==> src/rtl/a2s_dualrail_rx.sv <==
// Four-phase dual-rail receiver: synchronizes the rails into ck, handshakes with
// the sender and buffers 1-bit tokens in a small FIFO for the clocked consumer.
module a2s_dualrail_rx #(
    parameter int unsigned SYNC_STAGES = 2,
    parameter int unsigned DEPTH       = 4,
    parameter int unsigned CNT_W       = $clog2(DEPTH) + 1
) (
    input  logic ck,
    input  logic reset_b,
    input  logic a_d0,
    input  logic a_d1,
    output logic a_ack,
    output logic z,
    output logic z_valid,
    input  logic en,
    output logic err
);

    localparam int unsigned PTR_W = $clog2(DEPTH);

    typedef enum logic [1:0] {
        ST_IDLE  = 2'd0,
        ST_ACKED = 2'd1,
        ST_ERROR = 2'd2
    } state_t;

    state_t state, state_nxt;

    logic [SYNC_STAGES-1:0] sync0, sync1;
    logic                   s_d0, s_d1;

    logic [DEPTH-1:0] mem;
    logic [PTR_W-1:0] rd_ptr, wr_ptr, rd_nxt;
    logic [CNT_W-1:0] count, count_nxt;
    logic             push, pop, full;
    logic             ack_nxt, err_nxt, head_nxt;

    assign s_d0 = sync0[SYNC_STAGES-1];
    assign s_d1 = sync1[SYNC_STAGES-1];
    assign full = (count == CNT_W'(DEPTH));
    assign pop  = en && (count != '0);

    // Handshake FSM: a push only ever happens on the IDLE -> ACKED transition.
    always_comb begin
        state_nxt = state;
        push      = 1'b0;
        ack_nxt   = a_ack;
        err_nxt   = err;
        unique case (state)
            ST_IDLE: begin
                ack_nxt = 1'b0;
                if (s_d0 && s_d1) begin
                    err_nxt   = 1'b1;
                    state_nxt = ST_ERROR;
                end else if ((s_d0 ^ s_d1) && !full) begin
                    push      = 1'b1;
                    ack_nxt   = 1'b1;
                    state_nxt = ST_ACKED;
                end
            end
            ST_ACKED: begin
                if (s_d0 && s_d1) begin
                    err_nxt   = 1'b1;
                    ack_nxt   = 1'b0;
                    state_nxt = ST_ERROR;
                end else if (!s_d0 && !s_d1) begin
                    ack_nxt   = 1'b0;
                    state_nxt = ST_IDLE;
                end
            end
            ST_ERROR: ack_nxt = 1'b0;
            default: begin
                ack_nxt   = 1'b0;
                state_nxt = ST_IDLE;
            end
        endcase
    end

    // FIFO bookkeeping; the head bypasses the array when the pushed entry lands at the head.
    always_comb begin
        rd_nxt = pop ? rd_ptr + PTR_W'(1) : rd_ptr;
        unique case ({push, pop})
            2'b10:   count_nxt = count + CNT_W'(1);
            2'b01:   count_nxt = count - CNT_W'(1);
            default: count_nxt = count;
        endcase
        head_nxt = (push && (wr_ptr == rd_nxt)) ? s_d1 : mem[rd_nxt];
    end

    always_ff @(posedge ck) begin
        if (!reset_b) begin
            sync0   <= '0;
            sync1   <= '0;
            state   <= ST_IDLE;
            a_ack   <= 1'b0;
            err     <= 1'b0;
            mem     <= '0;
            rd_ptr  <= '0;
            wr_ptr  <= '0;
            count   <= '0;
            z       <= 1'b0;
            z_valid <= 1'b0;
        end else begin
            sync0   <= {sync0[SYNC_STAGES-2:0], a_d0};
            sync1   <= {sync1[SYNC_STAGES-2:0], a_d1};
            state   <= state_nxt;
            a_ack   <= ack_nxt;
            err     <= err_nxt;
            if (push) begin
                mem[wr_ptr] <= s_d1;
                wr_ptr      <= wr_ptr + PTR_W'(1);
            end
            rd_ptr  <= rd_nxt;
            count   <= count_nxt;
            z_valid <= (count_nxt != '0);
            if (count_nxt != '0) begin
                z <= head_nxt;
            end
        end
    end

endmodule

==> config.mk <==
export PLATFORM = sky130hd
export DESIGN_NAME = a2s_dualrail_rx
export DESIGN_NICKNAME = d
export VERILOG_FILES = /design/src/rtl/a2s_dualrail_rx.sv
export SDC_FILE = /design/constraint.sdc
export NUM_CORES = 1
export LEC_CHECK = 0
export ABC_AREA = 1
export CORE_ASPECT_RATIO = 1.2
export CORE_MARGIN = 10
export CORE_UTILIZATION = 34
export CTS_CLUSTER_DIAMETER = 80
export CTS_CLUSTER_SIZE = 16
export DETAILED_ROUTE_END_ITERATION = 7
export MAX_ROUTING_LAYER = met4
export SLEW_MARGIN = 20
export SYNTH_ARGS = -nofsm -noshare
export SYNTH_HDL_FRONTEND = slang
export SYNTH_SLANG_ARGS = --single-unit
export TNS_END_PERCENT = 30
==> constraint.sdc <==
create_clock -name ck -period 2.21 [get_ports ck]
set_clock_uncertainty 0.2 [all_clocks]
set_input_delay 0.663 -clock ck [delete_from_list [all_inputs] [get_ports ck]]
set_output_delay 0.663 -clock ck [all_outputs]
set_load 0.02 [all_outputs]
==> impl_metrics.env <==
export IMPL_cts_tree="built"
export IMPL_finalSetupTns_ns=-0.0944
export IMPL_max_clock_path_buffers=2
export IMPL_power_density_nw_per_um2=986
export IMPL_grt_max_degree=13
export IMPL_dr_pass1_iters=4
export IMPL_grt_pass1_vias=913
export IMPL_start_util_pct=35.0
export IMPL_drive_gt1_share_pct=25.9
export IMPL_cp_slowest_cell="fa_2"
export IMPL_synth_yosys_seq_area_share_pct=39.7
export IMPL_hold_path_class="reg -> reg"
export IMPL_drtIter0Drc=17
export IMPL_max_slew_margin_rel_pct=70.2
export IMPL_holdWs_ns=0.218
export IMPL_postRouteAntennaNets=0
export IMPL_p_total_mw=1.33
export IMPL_violations="negative setup slack"
export IMPL_place_inst=190
export IMPL_ctsHoldBuffers=0
export IMPL_clock_sinks=21
export IMPL_area_delta_synth_final_pct=27.1
export IMPL_wl_per_cell_um=10.4
export IMPL_timing_final_max_slew_violations=0
export IMPL_numCtsBuffers=3
export IMPL_rows=22
export IMPL_irDropWorstVdd_v=0.000528
export IMPL_layout_nets=171
export IMPL_crit_family="simple AND/OR/NAND/NOR gates"
export IMPL_end_kind="flop"
export IMPL_synth_area_leaders="dfxtp_1 40%, nand2_1 10%, ha_1 7.1%"
export IMPL_die_x_um=70.9
export IMPL_htree_num_levels=1
export IMPL_drv_cap=0
export IMPL_setup_viol=1
export IMPL_route_detailed_drc=0
export IMPL_synthesis_nets=148
export IMPL_cp_common_cell="nand2_1"
export IMPL_path_class="in -> reg"
export IMPL_ys_seq_elements=21
export IMPL_grt_use_total_pct=7.90
export IMPL_clk_latency_ns=0.31
export IMPL_startpoint_type="input pin"
export IMPL_fin_cells=194
export IMPL_grt_ovfl_total=0
export IMPL_drt_total_wl_mm=2.02
export IMPL_tightest_slew_ns=0.447
export IMPL_via_per_inst=4.65
export IMPL_status="finished, violations left"
export IMPL_core_area_um2=3030
export IMPL_dp_slack_ns=-0.626
export IMPL_fin_crit_sh_pct=104
export IMPL_yosysWarnings=0
export IMPL_die_h_um=81.1
export IMPL_leakagePower_nw=0.606
export IMPL_rsz0062_at_grt="yes"
export IMPL_diodes=0
export IMPL_path_cells="dlygate4sd2_1 -> nand2_4 -> inv_1 -> ha_4 -> fa_2 -> nor2_1 -> nor2_2 -> xor2_1 -> inv_1 -> nand2_1 -> nand2_1 -> inv_2 -> nand3_2 -> nand2_1"
export IMPL_crit_buf_inv=4
export IMPL_place_area_um2=1300
export IMPL_synth_cell_types=27
export IMPL_cts_root_buf="clkbuf_4"
export IMPL_fin_ws_ns=-0.0944
export IMPL_grt_antenna_before_repair=0
export IMPL_vias=903
export IMPL_gp_congestion=0.851
export IMPL_avgSynthCellArea_um2=7.78
export IMPL_critical_path_required_ns=2.22
export IMPL_syn_inst=136
export IMPL_hold_viol=0
export IMPL_grt_pass1_wl_mm=3.64
export IMPL_yosys_area_top_type_share_pct=39.7
export IMPL_finalInstanceArea_um2=1350
export IMPL_crit_arrival_ns=2.32
export IMPL_dp_hpwl_mm=1.61
export IMPL_max_stage_delay_ns=0.34
export IMPL_yosysTopAreaCell="dfxtp_1"
export IMPL_critPathMaxFanout=3
export IMPL_finish_utilization_pct=44.4
export IMPL_max_freq_ghz=0.434
export IMPL_die_area_um2=5750
export IMPL_clk_pin_slew_ns=0.11
export IMPL_ios=9
export IMPL_io_buffers=8
export IMPL_synth_area_um2=1060
export IMPL_min_period_ns=2.30
==> flip-flops by register name, summed over array words and instances (netlist names), 2 cells and up <==
signal	flops
state	2
wr_ptr	2
sync1	2
sync0	2
mem	4
count	3
rd_ptr	2
==> logic make-up after synthesis <==
logic type	count (synthesis)	share of synthesized area [%]
AND/OR/NAND/NOR	69	33.6
flip-flops	21	39.7
buffers and inverters	24	9.34
XOR/XNOR	2	1.66
adder cells (fa/ha/maj)	7	8.98
AO/OA/AOI/OAI	13	6.74
==> layout by cell type (no fill, tap or decap) <==
cell and count:
nor2_1 8, a21oi_2 1, ha_4 2, nor3_4 1
dlygate4sd2_1 1, nand2_2 2, nor2_2 2, inv_2 4
nand3_1 13, nand3_2 1, clkdlybuf4s50_1 7, or2_2 1
fa_2 1, dfxtp_2 1, buf_4 13, dfxtp_1 20
nor2_4 2, ha_1 4, nand2_1 29, nand2_4 5
clkinv_2 1, nand3b_1 1, xor2_1 1, o21a_1 1
clkbuf_4 3, a21oi_1 9, or2_1 1, xnor2_1 1
nand3_4 1, inv_1 17, o21ai_0 2, nand4_1 2
==> area by class of cell <==
cell class	count	area, um^2
clock inverters	1	5.00
repair buffers	21	176
fillers	333	1680
flip-flops and latches	21	422
multi-input cells	91	596
clock buffers	3	22.5
well taps	36	45.0
inverters	21	78.8
==> worst min-delay path, cell delays in order (launching register included) <==
cell and delay (ns):
dfxtp_1 0.32, nand2_1 0.05, inv_1 0.03
==> Yosys cell counts <==
master	instances
a21oi_1	9
a21oi_2	1
buf_2	1
buf_6	1
clkbuf_1	1
dfxtp_1	21
fa_1	1
ha_1	6
inv_1	17
inv_2	4
nand2_1	29
nand2_2	2
nand2_4	5
nand3_1	14
nand3_2	1
nand3b_1	1
nand4_1	2
nor2_1	10
nor2_2	1
nor2_4	1
nor3_2	1
o21a_1	1
o21ai_0	2
or2_1	1
or2_2	1
xnor2_1	1
xor2_1	1
==> path summary, 6_finish.rpt <==
kind                            startpoint  endpoint  slack [ns]  cells after the start
worst max register to register    sync1[1]         z       -0.08                     14
worst min-delay path              sync1[0]  sync1[1]        0.22                      2
worst max-delay path                    en         z       -0.09                     14
worst min register to register    sync1[0]  sync1[1]        0.22                      2
==> per-layer routing <==
| metal | track usage [%] | vias up | routed length [um] |
|---|---|---|---|
| li1 | - | 470 | - |
| met1 | 8.46 | 413 | 927 |
| met2 | 13.8 | 16 | 1000 |
| met3 | 1.59 | 4 | 63 |
| met4 | 3.49 | 0 | 28 |
| met5 | - | - | 0 |
==> power breakdown <==
part           switching [mW]  total [mW]  internal (mW)  leakage [nW]
Clock                   0.120       0.187         0.0676        0.0177
Combinational           0.359       0.664          0.306         0.416
Sequential             0.0394       0.474          0.435         0.172
Total                   0.518        1.33          0.808         0.606
==> what timing repair did <==
| item | in CTS | in global routing |
|---|---|---|
| endpoints found under the setup margin | 4 | 3 |
| setup buffers | 0 | 0 |
| resized for setup | 2 | 3 |
| pin swaps | 1 | 0 |
Power figures use the tool's default switching activity.
